[src/rtl/alu_uart_if.sv]
// Bundle of the UART-side and ALU-side signals seen by the frame controller.
// The slave modport is the controller's view; the master modport is its environment.
interface alu_uart_if #(
    parameter int DATA_BITS = 8,
    parameter int OP_BITS   = 6
);
    logic [DATA_BITS-1:0] i_rx_data;
    logic                 i_rx_done;
    logic [DATA_BITS-1:0] i_alu_result;
    logic                 i_tx_done;
    logic [DATA_BITS-1:0] o_alu_A;
    logic [DATA_BITS-1:0] o_alu_B;
    logic [OP_BITS-1:0]   o_alu_Op;
    logic [DATA_BITS-1:0] o_tx_data;
    logic                 o_tx_start;
    logic                 o_busy;

    modport slave (
        input  i_rx_data, i_rx_done, i_alu_result, i_tx_done,
        output o_alu_A, o_alu_B, o_alu_Op, o_tx_data, o_tx_start, o_busy
    );

    modport master (
        output i_rx_data, i_rx_done, i_alu_result, i_tx_done,
        input  o_alu_A, o_alu_B, o_alu_Op, o_tx_data, o_tx_start, o_busy
    );
endinterface

[src/rtl/alu_uart_interface.sv]
// Frames three RX bytes (A, B, opcode) into an ALU operation and sends the
// registered ALU result back as one TX byte, waiting for TX completion.
module alu_uart_interface #(
    parameter int DATA_BITS = 8,
    parameter int OP_BITS   = 6,
    parameter int TIMEOUT   = 1000
) (
    input  logic       i_clock,
    input  logic       i_reset_n,
    alu_uart_if.slave  bus
);
    localparam int CNT_W = (TIMEOUT > 2) ? $clog2(TIMEOUT + 1) : 2;
    localparam logic [CNT_W-1:0] CNT_ZERO = {CNT_W{1'b0}};
    localparam logic [CNT_W-1:0] CNT_ONE  = {{(CNT_W-1){1'b0}}, 1'b1};
    localparam logic [CNT_W-1:0] CNT_LAST = CNT_W'((TIMEOUT > 0) ? (TIMEOUT - 1) : 0);

    typedef enum logic [2:0] {
        S_A       = 3'd0,
        S_B       = 3'd1,
        S_OP      = 3'd2,
        S_EXEC    = 3'd3,
        S_SEND    = 3'd4,
        S_WAIT_TX = 3'd5
    } state_t;

    state_t               state_q, state_d;
    logic [CNT_W-1:0]     cnt_q, cnt_d;
    logic [DATA_BITS-1:0] alu_a_q, alu_a_d;
    logic [DATA_BITS-1:0] alu_b_q, alu_b_d;
    logic [OP_BITS-1:0]   alu_op_q, alu_op_d;
    logic [DATA_BITS-1:0] tx_data_q, tx_data_d;
    logic                 tx_start_q, tx_start_d;
    logic                 busy_q, busy_d;
    logic                 timeout_hit_s;

    // Expiry fires on the TIMEOUT-th consecutive idle cycle of a partial frame.
    assign timeout_hit_s = (TIMEOUT != 0) && (cnt_q == CNT_LAST);

    // Next-state and next-output computation for the framing FSM
    always_comb begin
        state_d    = state_q;
        cnt_d      = cnt_q;
        alu_a_d    = alu_a_q;
        alu_b_d    = alu_b_q;
        alu_op_d   = alu_op_q;
        tx_data_d  = tx_data_q;
        tx_start_d = 1'b0;
        busy_d     = 1'b0;
        case (state_q)
            S_A: begin
                cnt_d = CNT_ZERO;
                if (bus.i_rx_done) begin
                    alu_a_d = bus.i_rx_data;
                    state_d = S_B;
                end else begin
                    state_d = S_A;
                end
            end
            S_B: begin
                if (bus.i_rx_done) begin
                    alu_b_d = bus.i_rx_data;
                    cnt_d   = CNT_ZERO;
                    state_d = S_OP;
                end else if (timeout_hit_s) begin
                    cnt_d   = CNT_ZERO;
                    state_d = S_A;
                end else begin
                    cnt_d   = cnt_q + CNT_ONE;
                end
            end
            S_OP: begin
                if (bus.i_rx_done) begin
                    alu_op_d = bus.i_rx_data[OP_BITS-1:0];
                    cnt_d    = CNT_ZERO;
                    state_d  = S_EXEC;
                end else if (timeout_hit_s) begin
                    cnt_d   = CNT_ZERO;
                    state_d = S_A;
                end else begin
                    cnt_d   = cnt_q + CNT_ONE;
                end
            end
            // The ALU registers the operands on this edge; its result is ready in S_SEND.
            S_EXEC: begin
                state_d = S_SEND;
            end
            S_SEND: begin
                tx_data_d  = bus.i_alu_result;
                tx_start_d = 1'b1;
                state_d    = S_WAIT_TX;
            end
            S_WAIT_TX: begin
                if (bus.i_tx_done) begin
                    state_d = S_A;
                end else begin
                    state_d = S_WAIT_TX;
                end
            end
            default: begin
                cnt_d   = CNT_ZERO;
                state_d = S_A;
            end
        endcase
        if ((state_d == S_EXEC) || (state_d == S_SEND) || (state_d == S_WAIT_TX)) begin
            busy_d = 1'b1;
        end else begin
            busy_d = 1'b0;
        end
    end

    // State, timeout counter and registered outputs
    always_ff @(posedge i_clock or negedge i_reset_n) begin
        if (!i_reset_n) begin
            state_q    <= S_A;
            cnt_q      <= CNT_ZERO;
            alu_a_q    <= {DATA_BITS{1'b0}};
            alu_b_q    <= {DATA_BITS{1'b0}};
            alu_op_q   <= {OP_BITS{1'b0}};
            tx_data_q  <= {DATA_BITS{1'b0}};
            tx_start_q <= 1'b0;
            busy_q     <= 1'b0;
        end else begin
            state_q    <= state_d;
            cnt_q      <= cnt_d;
            alu_a_q    <= alu_a_d;
            alu_b_q    <= alu_b_d;
            alu_op_q   <= alu_op_d;
            tx_data_q  <= tx_data_d;
            tx_start_q <= tx_start_d;
            busy_q     <= busy_d;
        end
    end

    assign bus.o_alu_A    = alu_a_q;
    assign bus.o_alu_B    = alu_b_q;
    assign bus.o_alu_Op   = alu_op_q;
    assign bus.o_tx_data  = tx_data_q;
    assign bus.o_tx_start = tx_start_q;
    assign bus.o_busy     = busy_q;
endmodule

[src/flat_wrapper.sv]
// flat-port wrapper written by rule: the top's interface ports become plain ports
module alu_uart_interface_flat 
#(
    parameter int DATA_BITS = 8,
    parameter int OP_BITS   = 6,
    parameter int TIMEOUT   = 1000
)
  (i_clock, i_reset_n, bus_i_rx_data, bus_i_rx_done, bus_i_alu_result, bus_i_tx_done, bus_o_alu_A, bus_o_alu_B, bus_o_alu_Op, bus_o_tx_data, bus_o_tx_start, bus_o_busy);
  alu_uart_if #(.DATA_BITS(DATA_BITS), .OP_BITS(OP_BITS)) bus_i ();
  input  logic i_clock;
  input  logic i_reset_n;
  input wire logic [$bits(bus_i.i_rx_data)-1:0] bus_i_rx_data;
  input wire logic [$bits(bus_i.i_rx_done)-1:0] bus_i_rx_done;
  input wire logic [$bits(bus_i.i_alu_result)-1:0] bus_i_alu_result;
  input wire logic [$bits(bus_i.i_tx_done)-1:0] bus_i_tx_done;
  output wire logic [$bits(bus_i.o_alu_A)-1:0] bus_o_alu_A;
  output wire logic [$bits(bus_i.o_alu_B)-1:0] bus_o_alu_B;
  output wire logic [$bits(bus_i.o_alu_Op)-1:0] bus_o_alu_Op;
  output wire logic [$bits(bus_i.o_tx_data)-1:0] bus_o_tx_data;
  output wire logic [$bits(bus_i.o_tx_start)-1:0] bus_o_tx_start;
  output wire logic [$bits(bus_i.o_busy)-1:0] bus_o_busy;
  assign bus_i.i_rx_data = bus_i_rx_data;
  assign bus_i.i_rx_done = bus_i_rx_done;
  assign bus_i.i_alu_result = bus_i_alu_result;
  assign bus_i.i_tx_done = bus_i_tx_done;
  assign bus_o_alu_A = bus_i.o_alu_A;
  assign bus_o_alu_B = bus_i.o_alu_B;
  assign bus_o_alu_Op = bus_i.o_alu_Op;
  assign bus_o_tx_data = bus_i.o_tx_data;
  assign bus_o_tx_start = bus_i.o_tx_start;
  assign bus_o_busy = bus_i.o_busy;
  alu_uart_interface #(.DATA_BITS(DATA_BITS), .OP_BITS(OP_BITS), .TIMEOUT(TIMEOUT)) u_core (.i_clock(i_clock), .i_reset_n(i_reset_n), .bus(bus_i));
endmodule
[config.mk]
export PLATFORM = sky130hd
export DESIGN_NAME = alu_uart_interface_flat
export DESIGN_NICKNAME = d
export VERILOG_FILES = /design/src/rtl/alu_uart_if.sv /design/src/rtl/alu_uart_interface.sv /design/src/flat_wrapper.sv
export SDC_FILE = /design/constraint.sdc
export NUM_CORES = 1
export LEC_CHECK = 0
export BUFFER_PORTS_ARGS = -buffer_cell sky130_fd_sc_hd__buf_4
export CAP_MARGIN = 30
export CORE_ASPECT_RATIO = 2
export CORE_UTILIZATION = 38
export CTS_CLUSTER_DIAMETER = 120
export DETAILED_ROUTE_END_ITERATION = 6
export GPL_TIMING_DRIVEN = 0
export SLEW_MARGIN = 20
export SYNTH_ARGS = -nofsm -noshare
export SYNTH_HDL_FRONTEND = slang
export SYNTH_SLANG_ARGS = --single-unit
[constraint.sdc]
create_clock -name i_clock -period 4.54 [get_ports i_clock]
set_input_delay 0 -clock i_clock [delete_from_list [all_inputs] [get_ports i_clock]]
set_output_delay 0 -clock i_clock [all_outputs]
set_load 0.005 [all_outputs]
==> results by group, run 1 <==
Run status
  • Status: finished, final reports clean

STA
  • Fin. Hold Viols: 0
  • FMAX: around 550 MHz
  • Max Slew Vio Count: 0
  • Clk_skew: 0.005559 ns
  • Final setup fails: 0
  • Setup_tns: 0 ns
  • Hold slack: about 0.034 ns
  • Slew HR: 0.6229
  • Tmin final: 1.818 ns
  • Actual slew at the worst max-slew pin: between 0.5 and 0.6 ns
  • Final cycle utilization of the critical path: 0.4005
  • RSZ-0062 raised after global routing: no

Finish
  • Antenna cells: 0
  • Post-layout instance area: 0.002766 mm²
  • Final nets: 246
  • Share of layout cells above drive strength 1: 0.4956
  • Area delta synth->final: 34.24%
  • Non-filler cells, final: 284

Clock tree
  • CTS clk-pin slew, worst paths: around 0.090 ns
  • Post-CTS Hold Fix Bufs: 17
  • Clock sinks: 45
  • Post-CTS resize count: 0
  • CTS tree: built
  • Num CTS Buffers: 5
  • Root buf cell: clkbuf_8
  • Setup Buffers After CTS: 0
  • H-tree depth: 2
  • CTS Buffer Depth: 2
  • Clock latency on the worst-skew pair: about 0.30 ns

Global route
  • Largest net degree at the start of global routing: 46
  • Tot GR Track Use: 0.1810
  • Met2 Use GR: 0.3342
  • Global-route wire length before repair: approximately 7600 µm
  • Grt met1 use: 0.1893
  • Initial antenna violation count: 0
  • Gr busiest metal: met2
  • Vias in the first global route: roughly 1700
  • M3 GR Usage: 0.03290
  • Grt ovf: 0

Worst setup path
  • Crit start category: register
  • Crit-path cells: ha_1 > and4bb_4 > a31oi_4 > a311oi_4 > nor2_1
  • Worst Path Required: between 4 and 5 ns
  • Top Family by Delay on Critical Path: compound AO/OA/AOI/OAI gates
  • Crit path capture type: register
  • CP arrival: 1.99 ns
  • Crit path max fanout: 7
  • Worst path bufs/invs: 0
  • Setup CP Type: reg2reg
  • Critical Path Slowest Stage Cell: a311oi_4
  • Worst path max stage delay: 0.50 ns

Synth
  • Mean post-synth cell area: approximately 14 µm²
  • Synth area leader: dfrtp_1
  • Post-synth top cells: dfrtp_1, mux2_2, nor2_1
  • Syn Std Cell Area: 0.002061 mm²
  • Most frequent cell after synthesis: dfrtp_1
  • Mapped Cells: between 150 and 200
  • #FFs+latches synth: 45
  • Net count after synthesis: ~170
  • Area share of the largest cell type after synthesis: 0.5464
  • Top_reg_cell synth: dfrtp_1
  • Post-synthesis sequential area ratio: 0.5464
  • Synth async-reset ratio: 1.000
  • Synthesis Warnings: 0
  • Synth top area cells: dfrtp_1, mux2_2, xor2_1, buf_4, a311oi_4
  • Number of synthesized flops with an enable pin: 0
  • Unique masters post-synth: 46

Route
  • Post-route DRC: 0
  • DR vias: about 1500
  • Vias per cell: about 5.2
  • Drt initial violations: 32
  • Total iterations of the first detailed-routing run: 4
  • Antenna-violating nets left: 0
  • Total wire length: 4633 µm
  • Routed WL per cell: 16.31 µm

Worst hold path
  • Hold Crit Class: in2reg

Power and ir drop
  • PnR Total Power: 0.001663 W
  • Power Density: around 600 mW/mm²
  • Leakage power total: 1.254 nW
  • Peak VDD IR: approximately 0.35 mV

Floorplanning
  • Io pins: 52
  • Row count: 37
  • Die Y-Extent: 106.1 µm
  • Die Width: between 50 and 60 µm
  • Die area: 0.005739 mm²
  • Initial Util: 0.3974
  • Core Region: 0.005185 mm²

Placement
  • Placed Cells: approximately 260
  • IO Port Bufs: 50
  • RePlAce Congestion: 0.7897
  • Placed Area: approximately 0.0025 mm²
  • DP Wirelength: around 3300 µm

Flow run
  • MaxCap Viol Count: 0
layout make-up:
class	instances	area, µm²
multi-input combinational	98	879.6
timing repair buffer	67	545.5
clock inverter	2	15.01
buffer	7	51.30
sequential	45	1126
inverter	1	3.754
fill	445	2419
clock buffer	6	72.57
tap	58	72.57
logic make-up (layout without fill, tap and decap cells):
| kind of cell | Yosys count | count (layout) | share of synthesized area |
|---|---|---|---|
| AO/OA/AOI/OAI | 19 | 19 | 0.08318 |
| XOR/XNOR | 4 | 4 | 0.01700 |
| adder cells (fa/ha/maj) | 2 | 2 | 0.01093 |
| buffers and inverters | 8 | 83 | 0.02671 |
| flip-flops | 45 | 45 | 0.5464 |
| multiplexers | 31 | 31 | 0.1694 |
| AND/OR/NAND/NOR | 42 | 42 | 0.1463 |
metal layers:
layer  vias to the layer above  wire length (µm)  share of wire
met5                         -                 0              0
met4                         0                91          0.020
met3                         8               166          0.036
met2                        41              2669           0.58
met1                       742              1705           0.37
li1                        693                 -              -
worst reg2reg max path: cells and delay by family (launching register included):
family                     cells  cell delay (ns)
AOI/OAI and AO/OA              2             0.62
adders and majority gates      1             0.27
DFF                            1             0.39
and+or+nand+nor                2             0.42
cell usage in the layout (no fill, tap or decap), types with 4 or more instances in the layout:
cell type and instances:
dlygate4sd3_1 17, nand4_1 4, nor2_1 7, dfrtp_1 45, nand2_1 4, xor2_1 4, clkbuf_8 5, o21ai_0 4
buf_4 54, mux2_2 31
worst paths after layout:
kind | from | endpoint | cells past startpoint | slack [ns]
worst min-delay path | bus_i_rx_done | u_core.state_q[1] | 3 | 0.03
worst max-delay path | u_core.cnt_q[0] | u_core.cnt_q[4] | 5 | 2.72
worst min register to register | u_core.bus.o_tx_data[3] | u_core.bus.o_tx_data[3] | 1 | 0.51
min in group asynchronous | i_reset_n | u_core.cnt_q[3] | 2 | 0.23
worst max register to register | u_core.cnt_q[0] | u_core.cnt_q[4] | 5 | 2.72
max in group asynchronous | i_reset_n | u_core.bus.o_alu_B[2] | 2 | 3.92
state kept, by name, indices dropped and copies added (netlist names):
signal                 count
u_core.bus.o_alu_A         8
u_core.bus.o_alu_B         8
u_core.bus.o_busy          1
u_core.bus.o_alu_Op        6
u_core.state_q             3
u_core.bus.o_tx_data       8
u_core.bus.o_tx_start      1
u_core.cnt_q              10
per-stage QoR:
stage,worst slack [ns],utilization
finish,2.722,0.5335
CTS,2.681,0.5335
floorplan,2.943,-
detailed placement,2.693,0.4838
global placement,2.768,0.4838
global route,2.563,0.5335
where the power goes:
part / internal, W / switching [W] / total [W]
Sequential: 0.000565 / 0.0000922 / 0.000657
Clock: 0.000109 / 0.000142 / 0.000251
Combinational: 0.000445 / 0.000310 / 0.000755
(Power assumes the default switching activity.)
==> run 2, diff against run 1 <==
Clock period 4.54 ns to 1.5 ns, I/O delays scaled along.
==> run 2 against run 1 <==
The flow now finishes with violations (setup timing). Count of clock-buffer cells in the layout shrank 1. Routed wire length grew 17%. Non-clock buffer count grew 18. Power grew to 3.6 times the previous value. Global-route usage up 3.0 points. Worst setup slack lost 2.8 ns. Critical path depth is the same. Cell count increased by 6.0%. First-iteration DRC count down 59%. Clock power rose to 3.5 times the previous value. Critical path type unchanged. Largest power group unchanged. Highest routed layer unchanged.
==> results by group, run 2 (synthesis gave the netlist of run 1 again) <==
STA
  • FMAX: 639.2 MHz (was 549.9 MHz)
  • RSZ-0062 raised after global routing: yes (was no)
  • Final setup fails: 23 (was 0)
  • Setup_tns: -0.7930 ns (was 0 ns)
  • Final cycle utilization of the critical path: 1.043 (was 0.4005)
  • Clk_skew: 0.002534 ns (was 0.005559 ns)
  • Setup WS post-layout: -0.06438 ns (was 2.722 ns)
  • Slew HR: 0.6152 (was 0.6229)
  • Fin. Hold Viols: 0 (unchanged)
  • Max Slew Vio Count: 0 (unchanged)
  • Hold slack: 0.05912 ns (was 0.03414 ns)
  • Actual slew at the worst max-slew pin: 0.5771 ns (was 0.5656 ns)
  • Tmin final: 1.564 ns (was 1.818 ns)

Route
  • Vias per cell: 5.365 (was 5.225)
  • Drt initial violations: 13 (was 32)
  • DR vias: 1615 (was 1484)
  • Antenna-violating nets left: 0 (unchanged)
  • Total wire length: 5411 µm (was 4633 µm)
  • Post-route DRC: 0 (unchanged)
  • Routed WL per cell: 17.98 µm (was 16.31 µm)
  • Total iterations of the first detailed-routing run: 4 (unchanged)

Worst setup path
  • Crit start category: register (unchanged)
  • Worst Path Required: 1.68 ns (was 4.71 ns)
  • Crit path max fanout: 8 (was 7)
  • Reg2reg start: u_core.state_q[0] (was u_core.cnt_q[0])
  • CP arrival: 1.75 ns (was 1.99 ns)
  • CP startpoint: u_core.state_q[0] (was u_core.cnt_q[0])
  • Crit-path cells: buf_6 > nor3b_4 > nor2b_4 > buf_8 > mux2_4 (was ha_1 > and4bb_4 > a31oi_4 > a311oi_4 > nor2_1)
  • Setup CP Type: reg2reg (unchanged)
  • Critical Path Slowest Stage Cell: dfrtp_1 (was a311oi_4)
  • Crit path capture type: register (unchanged)
  • Worst path max stage delay: 0.42 ns (was 0.50 ns)

Clock tree
  • Clock sinks: 45 (unchanged)
  • Num CTS Buffers: 5 (unchanged)
  • CTS clk-pin slew, worst paths: 0.08 ns (was 0.09 ns)
  • H-tree depth: 2 (unchanged)
  • CTS Buffer Depth: 2 (unchanged)
  • Clock latency on the worst-skew pair: 0.30 ns (about the same)
  • Root buf cell: clkbuf_8 (unchanged)
  • CTS tree: built (unchanged)

Floorplanning
  • Die area: 0.005739 mm² (unchanged)
  • Row count: 37 (unchanged)
  • Die Y-Extent: 106.1 µm (unchanged)
  • Io pins: 52 (unchanged)
  • Core Region: 0.005185 mm² (unchanged)
  • Initial Util: 0.3974 (unchanged)
  • Die Width: 54.07 µm (unchanged)

Power and ir drop
  • Leakage power total: 1.463 nW (was 1.254 nW)
  • Seq pwr share: 0.337 (was 0.395)
  • Int Pwr: 0.004117 W (was 0.001118 W)
  • Net Sw Frac: 0.3184 (was 0.3274)
  • Clock power share: 0.146 (was 0.151)
  • Power Density: 1917 mW/mm² (was 601.1 mW/mm²)
  • Peak VDD IR: 1.179 mV (was 0.3543 mV)
  • P_sw: 0.001923 W (was 0.0005445 W)
  • Combinational Power Share: 0.518 (was 0.454)

Global route
  • Vias in the first global route: 1713 (was 1690)
  • Grt ovf: 0 (unchanged)
  • Largest net degree at the start of global routing: 46 (unchanged)
  • Initial antenna violation count: 0 (unchanged)
  • Tot GR Track Use: 0.2114 (was 0.1810)
  • Global-route wire length before repair: 8549 µm (was 7617 µm)

Run status
  • Status: complete, but fails checks (was finished, final reports clean)
  • Failing checks: setup timing

Finish
  • Final nets: 264 (was 246)
  • Share of layout cells above drive strength 1: 0.6173 (was 0.4956)
  • Final Util: 0.6076 (was 0.5335)
  • Most common cell after layout, fill and taps aside: buf_4 (unchanged)
  • Antenna cells: 0 (unchanged)
  • Most frequent cells in the layout: buf_4, dfrtp_1, mux2_4 (was buf_4, dfrtp_1, mux2_2)
  • Non-filler cells, final: 301 (was 284)
  • Largest register FFs: 10 (unchanged)
  • Area delta synth->final: 52.88% (was 34.24%)
  • Register with the most flip-flops: u_core.cnt_q (unchanged)

Placement
  • Place WS: -0.3112 ns (was 2.693 ns)
  • Placed Cells: 259 (unchanged)
  • RePlAce Congestion: 0.7754 (was 0.7897)
  • DP Wirelength: 3429 µm (was 3292 µm)
  • IO Port Bufs: 50 (unchanged)

Flow run
  • MaxCap Viol Count: 0 (unchanged)

Worst hold path
  • Hold_sp: bus_i_rx_done (unchanged)
  • Hold Crit Class: in2reg (unchanged)
## run 2: changes by cell type in the layout (fill, tap and decap cells not counted), sizes merged
cell | previous run | this run
clkinv | 0 | 1
buf | 57 | 75
bufinv | 0 | 1
clkbuf | 6 | 5
clkinvlp | 2 | 0
## run 2: power by group through the flow
stage,clock network [W],registers [W],logic (W)
detailed placement,0,0.00202,0.00229
global route,0.000949,0.00209,0.00333
finish,0.000880,0.00203,0.00313
CTS,0.000911,0.00202,0.00292
global placement,0,0.00198,0.00221
floorplan,0,0.00200,0.00126
## run 2: path summary, 6_finish.rpt
check,to,slack [ns],cells after the start
worst min-delay path,u_core.state_q[1],0.06,3
worst min register to register,u_core.bus.o_alu_A[3],0.52,1
worst max-delay path,u_core.bus.o_alu_A[6],-0.06,5
worst max register to register,u_core.bus.o_alu_A[6],-0.06,5
max in group asynchronous,u_core.cnt_q[5],0.83,2
min in group asynchronous,u_core.bus.o_busy,0.24,2
## run 2: cell type report
cell class / count / area [µm²]
Buffer: 6 / 65.06
Sequential cell: 45 / 1131
Inverter: 1 / 3.754
Clock buffer: 5 / 68.82
Tap cell: 58 / 72.57
Fill cell: 418 / 2034
Multi-Input combinational cell: 98 / 1074
Timing Repair Buffer: 86 / 700.7
Clock inverter: 2 / 35.03
## run 2: through the flow
step                total power, W  cell area [µm²]
floorplan                 0.003266             2063
global placement          0.004188             2511
detailed placement        0.004310             2511
CTS                       0.005847             3053
global route              0.006363             3151
finish                    0.006040             3151
## run 2: repair_timing
action,4_1_cts,5_1_grt
endpoints found under the setup margin,40,39
pin swaps,10,4
buffers inserted,16,2
gates resized for setup,36,28
endpoints found under the hold margin,75,0
cloned,1,0
hold buffers,17,0
## run 2: worst max-delay path, delay by kind of cell (launching register included)
kind                   cells  cell delay [ns]
AND/OR/NAND/NOR            2             0.41
flip-flops                 1             0.42
multiplexers               1             0.31
buffers and inverters      2             0.31
## run 2: routing by layer
layer / wire length (µm) / track usage / vias to the layer above
li1: - / - / 725
met1: 1973 / 0.2283 / 826
met2: 3039 / 0.3660 / 50
met3: 226 / 0.04435 / 14
met4: 172 / 0.1062 / 0
met5: 0 / 0 / -
